==> src/rtl/fp16_mul_pipe.sv <==
// fp16_mul_pipe: 3-stage binary16 multiplier (unpack/classify, multiply, normalize/pack) with valid/ready.
// Truncates by default; defining FP16_MUL_RNE_EN adds round-to-nearest-even in the pack stage.
module fp16_mul_pipe #(
  parameter int TAG_W = 4
) (
  input  logic             clk,
  input  logic             rst,
  input  logic             in_valid,
  output logic             in_ready,
  input  logic [15:0]      a,
  input  logic [15:0]      b,
  input  logic [TAG_W-1:0] in_tag,
  output logic             out_valid,
  input  logic             out_ready,
  output logic [15:0]      product,
  output logic [TAG_W-1:0] out_tag
);

  logic advance;

  assign advance  = ~out_valid | out_ready;
  assign in_ready = advance;

  logic a_zero, b_zero, a_inf, b_inf, a_nan, b_nan;
  logic c_nan, c_inf, c_zero;

  // Exponent field 0 covers both true zero and subnormals, which are flushed.
  always_comb begin
    a_zero = (a[14:10] == 5'd0);
    b_zero = (b[14:10] == 5'd0);
    a_inf  = (a[14:10] == 5'h1F) && (a[9:0] == 10'd0);
    b_inf  = (b[14:10] == 5'h1F) && (b[9:0] == 10'd0);
    a_nan  = (a[14:10] == 5'h1F) && (a[9:0] != 10'd0);
    b_nan  = (b[14:10] == 5'h1F) && (b[9:0] != 10'd0);
    c_nan  = a_nan | b_nan | (a_inf & b_zero) | (b_inf & a_zero);
    c_inf  = a_inf | b_inf;
    c_zero = a_zero | b_zero;
  end

  logic             s1_valid, s1_sign, s1_nan, s1_inf, s1_zero;
  logic [10:0]      s1_mant_a, s1_mant_b;
  logic [5:0]       s1_esum;
  logic [TAG_W-1:0] s1_tag;

  always_ff @(posedge clk or posedge rst) begin
    if (rst) begin
      s1_valid  <= 1'b0;
      s1_sign   <= 1'b0;
      s1_nan    <= 1'b0;
      s1_inf    <= 1'b0;
      s1_zero   <= 1'b0;
      s1_mant_a <= '0;
      s1_mant_b <= '0;
      s1_esum   <= '0;
      s1_tag    <= '0;
    end else if (advance) begin
      s1_valid  <= in_valid;
      s1_sign   <= a[15] ^ b[15];
      s1_nan    <= c_nan;
      s1_inf    <= c_inf;
      s1_zero   <= c_zero;
      s1_mant_a <= {1'b1, a[9:0]};
      s1_mant_b <= {1'b1, b[9:0]};
      s1_esum   <= {1'b0, a[14:10]} + {1'b0, b[14:10]};
      s1_tag    <= in_tag;
    end
  end

  logic             s2_valid, s2_sign, s2_nan, s2_inf, s2_zero;
  logic [21:0]      s2_p;
  logic [5:0]       s2_esum;
  logic [TAG_W-1:0] s2_tag;

  always_ff @(posedge clk or posedge rst) begin
    if (rst) begin
      s2_valid <= 1'b0;
      s2_sign  <= 1'b0;
      s2_nan   <= 1'b0;
      s2_inf   <= 1'b0;
      s2_zero  <= 1'b0;
      s2_p     <= '0;
      s2_esum  <= '0;
      s2_tag   <= '0;
    end else if (advance) begin
      s2_valid <= s1_valid;
      s2_sign  <= s1_sign;
      s2_nan   <= s1_nan;
      s2_inf   <= s1_inf;
      s2_zero  <= s1_zero;
      s2_p     <= 22'(s1_mant_a) * 22'(s1_mant_b);
      s2_esum  <= s1_esum;
      s2_tag   <= s1_tag;
    end
  end

  logic [9:0]        frac_t, frac_r;
  logic signed [6:0] exp_t, exp_r;
  logic [15:0]       result;
`ifdef FP16_MUL_RNE_EN
  logic              guard, sticky;
  logic [10:0]       frac_inc;
`else
  logic              unused_low_bits;
  assign unused_low_bits = ^s2_p[9:0];
`endif

  // Product of two 1.x mantissas lies in [1,4); p[21] selects the extra exponent step.
  always_comb begin
    frac_t = '0;
    exp_t  = '0;
    frac_r = '0;
    exp_r  = '0;
    result = '0;
`ifdef FP16_MUL_RNE_EN
    guard    = 1'b0;
    sticky   = 1'b0;
    frac_inc = '0;
`endif
    if (s2_p[21]) begin
      frac_t = s2_p[20:11];
      exp_t  = $signed({1'b0, s2_esum}) - 7'sd14;
`ifdef FP16_MUL_RNE_EN
      guard  = s2_p[10];
      sticky = |s2_p[9:0];
`endif
    end else begin
      frac_t = s2_p[19:10];
      exp_t  = $signed({1'b0, s2_esum}) - 7'sd15;
`ifdef FP16_MUL_RNE_EN
      guard  = s2_p[9];
      sticky = |s2_p[8:0];
`endif
    end
`ifdef FP16_MUL_RNE_EN
    frac_inc = {1'b0, frac_t} + {10'd0, guard & (sticky | frac_t[0])};
    if (frac_inc[10]) begin
      frac_r = '0;
      exp_r  = exp_t + 7'sd1;
    end else begin
      frac_r = frac_inc[9:0];
      exp_r  = exp_t;
    end
`else
    frac_r = frac_t;
    exp_r  = exp_t;
`endif
    if (s2_nan)
      result = 16'h7E00;
    else if (s2_inf)
      result = {s2_sign, 5'h1F, 10'h000};
    else if (s2_zero)
      result = {s2_sign, 15'h0000};
    else if (exp_r >= 7'sd31)
      result = {s2_sign, 5'h1F, 10'h000};
    else if (exp_r <= 7'sd0)
      result = {s2_sign, 15'h0000};
    else
      result = {s2_sign, exp_r[4:0], frac_r};
  end

  // Data only loads for valid slots so the last product stays visible across bubbles.
  always_ff @(posedge clk or posedge rst) begin
    if (rst) begin
      out_valid <= 1'b0;
      product   <= 16'h0000;
      out_tag   <= '0;
    end else if (advance) begin
      out_valid <= s2_valid;
      if (s2_valid) begin
        product <= result;
        out_tag <= s2_tag;
      end
    end
  end

endmodule

==> config.mk <==
export PLATFORM = sky130hd
export DESIGN_NAME = fp16_mul_pipe
export DESIGN_NICKNAME = d
export VERILOG_FILES = /design/src/rtl/fp16_mul_pipe.sv
export SDC_FILE = /design/constraint.sdc
export NUM_CORES = 1
export LEC_CHECK = 0
export ABC_AREA = 1
export ABC_CLOCK_PERIOD_IN_PS = 12000
export CORE_UTILIZATION = 42
export CTS_CLUSTER_DIAMETER = 100
export DETAILED_ROUTE_END_ITERATION = 10
export GPL_TIMING_DRIVEN = 0
export PLACE_DENSITY = 0.61
export SYNTH_ARGS = -nofsm -noshare
export SYNTH_HDL_FRONTEND = slang
export SYNTH_SLANG_ARGS = --single-unit
==> constraint.sdc <==
create_clock -name clk -period 12 [get_ports clk]
set_input_delay 2.4 -clock clk [delete_from_list [all_inputs] [get_ports clk]]
set_output_delay 2.4 -clock clk [all_outputs]
set_load 0.01 [all_outputs]
; After elaboration in Yosys (flattened, before gate mapping)
; Cells that the tools add are included.
[totals]
reg_bits = 95
in_bits = 40
output_inout_bits = 22
elab_cells = 56
[classes]
addsub = 3
multipliers = 1
order_cmp = 2
n_eq_ne = 2
n_mux = 7
bitwise = 10
reduce_logical = 11
[ops]
columns = op, count
row1 = $mux W15, 4
row2 = $mul A11 B11 Y22, 1
row3 = $logic_not A10 Y1, 2
row4 = $reduce_bool A10 Y1, 2
row5 = $mux W16, 1
row6 = $sub A6 B4 Y7 const B, 2
row7 = $eq A5 B5 Y1 const B, 2
row8 = $logic_not A5 Y1, 2
row9 = $mux W10, 1
row10 = $ge A7 B6 Y1 const B, 1
row11 = $le A7 B1 Y1 const B, 1
row12 = $mux W7, 1
row13 = $add A5 B5 Y6, 1
row14 = $or A1 B1 Y1, 6
row15 = $logic_and A1 B1 Y1, 4
row16 = $and A1 B1 Y1, 2
row17 = $reduce_and A2 Y1, 1
row18 = $not A1 Y1, 1
row19 = $xor A1 B1 Y1, 1

; Longest topological paths before layout
[logic_depth]
depth_word = 8
depth_mapped = 24

; Worst setup path after synthesis
; OpenSTA, ideal clock, no wires.
[synth_path]
kind = input port to output port
from = input out_ready
to = output in_ready
arrival_ps = 2971
required_time_ps = 9600
setup_slack_ps = 6629
path_stages = 3
path_cell_list = nor2_2 -> inv_1 -> clkbuf_1
[synth_between]
elab_chain_len = 1
[synth_lines]
columns = element, line_no
row1 = start: declaration, 14  ; input logic out_ready,
row2 = $or A1 B1 Y1, 21  ; assign advance = ~out_valid | out_ready;
row3 = end: declaration, 9  ; output logic in_ready,
; Every way passes these cells.

; Worst setup path in the final report
; Same ends and word-level chain as after synthesis.

==> results.json <==
{
  "synth_net_count": 1207,
  "dieHeight_um": 139,
  "post-place-cells": 1314,
  "worstSetupStartpointType": "primary input",
  "regToRegSetupSlack_ns": 6.61,
  "grt_start_max_net_pins": 69,
  "postSynth.asyncResetShare_pct": 100,
  "timing.clock.skew_ns": 0.00661,
  "wl_per_cell_um": 14.1,
  "cts_htree_levels": 3,
  "synth.avg_cell_area_um2": 7.73,
  "post-cts-setup-buffers": 0,
  "cts_made_buffers": 9,
  "status": "complete, no violations",
  "maxSlewViolCount": 0,
  "worstMarginPinSlew_ns": 0.708,
  "synthesis.instances": 1023,
  "final_layout_size_suffix_gt1_share_pct": 4.09,
  "hold_viol": 0,
  "design.final.nets": 1280,
  "cts_tree": "yes",
  "critical_path_arrival_ns": 4.30,
  "synth_register_bits": 84,
  "number_of_enable_type_register_cells_in_the_synthesized_netlist": 0,
  "layout.cells.non_filler": 1330,
  "achievable-frequency_mhz": 149,
  "worst_setup_path_end_kind": "output pin",
  "initial_utilization_pct": 43.4,
  "tns_ns": 0,
  "yosys_most_used_dff": "sky130_fd_sc_hd__dfrtp_1",
  "first_pass_iters": 4,
  "layout_worst_path_cycle_share_pct": 55.8,
  "grt_setup_unrepaired": "false",
  "synth.cell_area_um2": 7910,
  "die_width_um": 139,
  "clock-root-buffer": "sky130_fd_sc_hd__clkbuf_16",
  "cap_viol_max_count": 0,
  "cts_hold_repair.buffers": 0,
  "synth.distinct_cells": 35,
  "finalSetupViolCount": 0,
  "drtAntennaViolNets": 0,
  "mostFrequentLayoutCells": "sky130_fd_sc_hd__nand2_1 (319), sky130_fd_sc_hd__inv_1 (206), sky130_fd_sc_hd__dfrtp_1 (84)",
  "first_global_vias": 6676,
  "ys_warns": 0,
  "globalplace.congestion": 0.842,
  "yosysTopAreaCell": "sky130_fd_sc_hd__dfrtp_1",
  "worstHoldPathType": "reg2reg",
  "maxSlewHeadroom_pct": 52.8,
  "global_route_wire_length_before_repair_um": 32300,
  "fp-row-count": 49,
  "wirelength_um": 18800,
  "layout.cells.most_common": "sky130_fd_sc_hd__nand2_1",
  "detailroute.via_count": 6401,
  "clock_latency_on_the_worst_skew_pair_ns": 0.35,
  "fp.coreArea_um2": 18200,
  "synth_top_area_share_pct": 26.6,
  "path_class": "in2out",
  "synth_top_cells_by_area": "sky130_fd_sc_hd__dfrtp_1 (27%), sky130_fd_sc_hd__fa_1 (20%), sky130_fd_sc_hd__nand2_1 (15%), sky130_fd_sc_hd__ha_1 (10%), sky130_fd_sc_hd__inv_1 (9.8%)",
  "clock_sink_count": 84,
  "remaining_drc_errors": 0,
  "grt_overflow_total": 0,
  "antenna_cells": 0,
  "antenna_violations_before_repair": 0,
  "worst_ep_required_time_ns": 9.60,
  "grtUsageTotal_pct": 21.2,
  "cts.reportedPaths.clkPinSlew_ns": 0.06,
  "post_cts_resized": 0,
  "io_pins": 62,
  "syn2layout_area_growth_pct": 15.6,
  "dp.final_hpwl_um": 15100,
  "routed_via_density": 4.81,
  "dieArea_um2": 19400,
  "clock_tree.buffer_depth": 2,
  "dr.first_iter.drc_count": 236,
  "synth.yosys.seq_area_share_pct": 26.6,
  "portBuffers": 61,
  "crit_path_max_fanout": 10,
  "period_needed_ns": 6.70
}
[routing by layer]
metal	global-route usage (%)	routed length [µm]	up-vias
li1	-	-	3234
met1	28.4	8890	3041
met2	36.2	8870	103
met3	2.97	700	23
met4	5.26	296	0
met5	0	0	-
[flip-flops by register name (all words and copies together) (netlist names)]
signal	count
product	16
s2_p	12
s1_mant_a	11
s1_mant_b	10
s1_esum	6
s2_esum	6
out_tag	4
s1_tag	4
s2_tag	4
out_valid	1
s1_inf	1
s1_nan	1
s1_sign	1
s1_valid	1
s1_zero	1
s2_inf	1
s2_nan	1
s2_sign	1
s2_valid	1
s2_zero	1
[critical path, stage by stage]
cell                              delay (ns)
sky130_fd_sc_hd__clkdlybuf4s50_1        0.47
sky130_fd_sc_hd__nor2_2                 0.08
sky130_fd_sc_hd__inv_1                  0.12
sky130_fd_sc_hd__clkbuf_1               0.56
sky130_fd_sc_hd__clkdlybuf4s50_1        0.66
[stage by stage]
stage	hold slack (ns)	setup WS, ns	instance area (µm²)	utilization (%)
floorplan	0.442	6.63	7910	-
global placement	0.453	5.32	8800	48.3
detailed placement	0.455	5.31	8830	48.5
CTS	0.470	5.31	9140	50.2
global route	0.499	5.22	9140	50.2
finish	0.466	5.30	9140	50.2
[kinds of logic (layout without fill, tap and decap cells)]
family / after synthesis / in the layout / share of synthesized area (%)
buf+inv: 249 / 327 / 11.9
simple gates: 424 / 424 / 21.8
flops: 84 / 84 / 26.6
mux: 3 / 3 / 0.380
fa+ha+maj: 144 / 144 / 30.4
compound gates: 107 / 107 / 7.63
xor+xnor: 12 / 12 / 1.33
[final timing paths]
kind	endpoint	depth (start not counted)	startpoint
max	in_ready	5	out_ready
min	s2_esum[2]$_DFFE_PP0N_	2	s1_esum[2]$_DFFE_PP0N_
max reg2reg	s2_p[19]$_DFFE_PP0N_	20	s1_mant_a[2]$_DFFE_PP0N_
min reg2reg	s2_esum[2]$_DFFE_PP0N_	2	s1_esum[2]$_DFFE_PP0N_
max in group asynchronous	s1_zero$_DFFE_PP0N_	3	rst
min in group asynchronous	product[1]$_DFFE_PP0P_	2	rst
[synthesized netlist by cell type (2+ instances only)]
library cell / count
sky130_fd_sc_hd__o21ai_2: 9
sky130_fd_sc_hd__nand4_1: 6
sky130_fd_sc_hd__inv_1: 207
sky130_fd_sc_hd__fa_1: 80
sky130_fd_sc_hd__xnor2_1: 9
sky130_fd_sc_hd__inv_2: 4
sky130_fd_sc_hd__nand3b_1: 3
sky130_fd_sc_hd__nand2_2: 3
sky130_fd_sc_hd__a31oi_1: 2
sky130_fd_sc_hd__mux2i_1: 3
sky130_fd_sc_hd__ha_1: 64
sky130_fd_sc_hd__o21ai_0: 58
sky130_fd_sc_hd__nor2_4: 2
sky130_fd_sc_hd__dfrtp_1: 84
sky130_fd_sc_hd__nor4_1: 2
sky130_fd_sc_hd__nor2_1: 51
sky130_fd_sc_hd__o21a_1: 2
sky130_fd_sc_hd__nor3_1: 5
sky130_fd_sc_hd__a211oi_1: 2
sky130_fd_sc_hd__a21oi_1: 29
sky130_fd_sc_hd__nor2_2: 3
sky130_fd_sc_hd__clkbuf_1: 36
sky130_fd_sc_hd__nand2_1: 319
sky130_fd_sc_hd__nand3_1: 27
sky130_fd_sc_hd__xor2_1: 3
[area by class of cell]
| type | count | area, µm² |
|---|---|---|
| fill | 1798 | 9070 |
| multi-input combinational | 690 | 4860 |
| sequential | 84 | 2100 |
| inverter | 211 | 795 |
| timing repair buffer | 62 | 638 |
| tap | 229 | 287 |
| clock buffer | 9 | 225 |
| buffer | 38 | 151 |
| clock inverter | 7 | 82.6 |
Power is not shown: default switching activity piles up to over one toggle a cycle in this logic, so the estimate is an artifact.
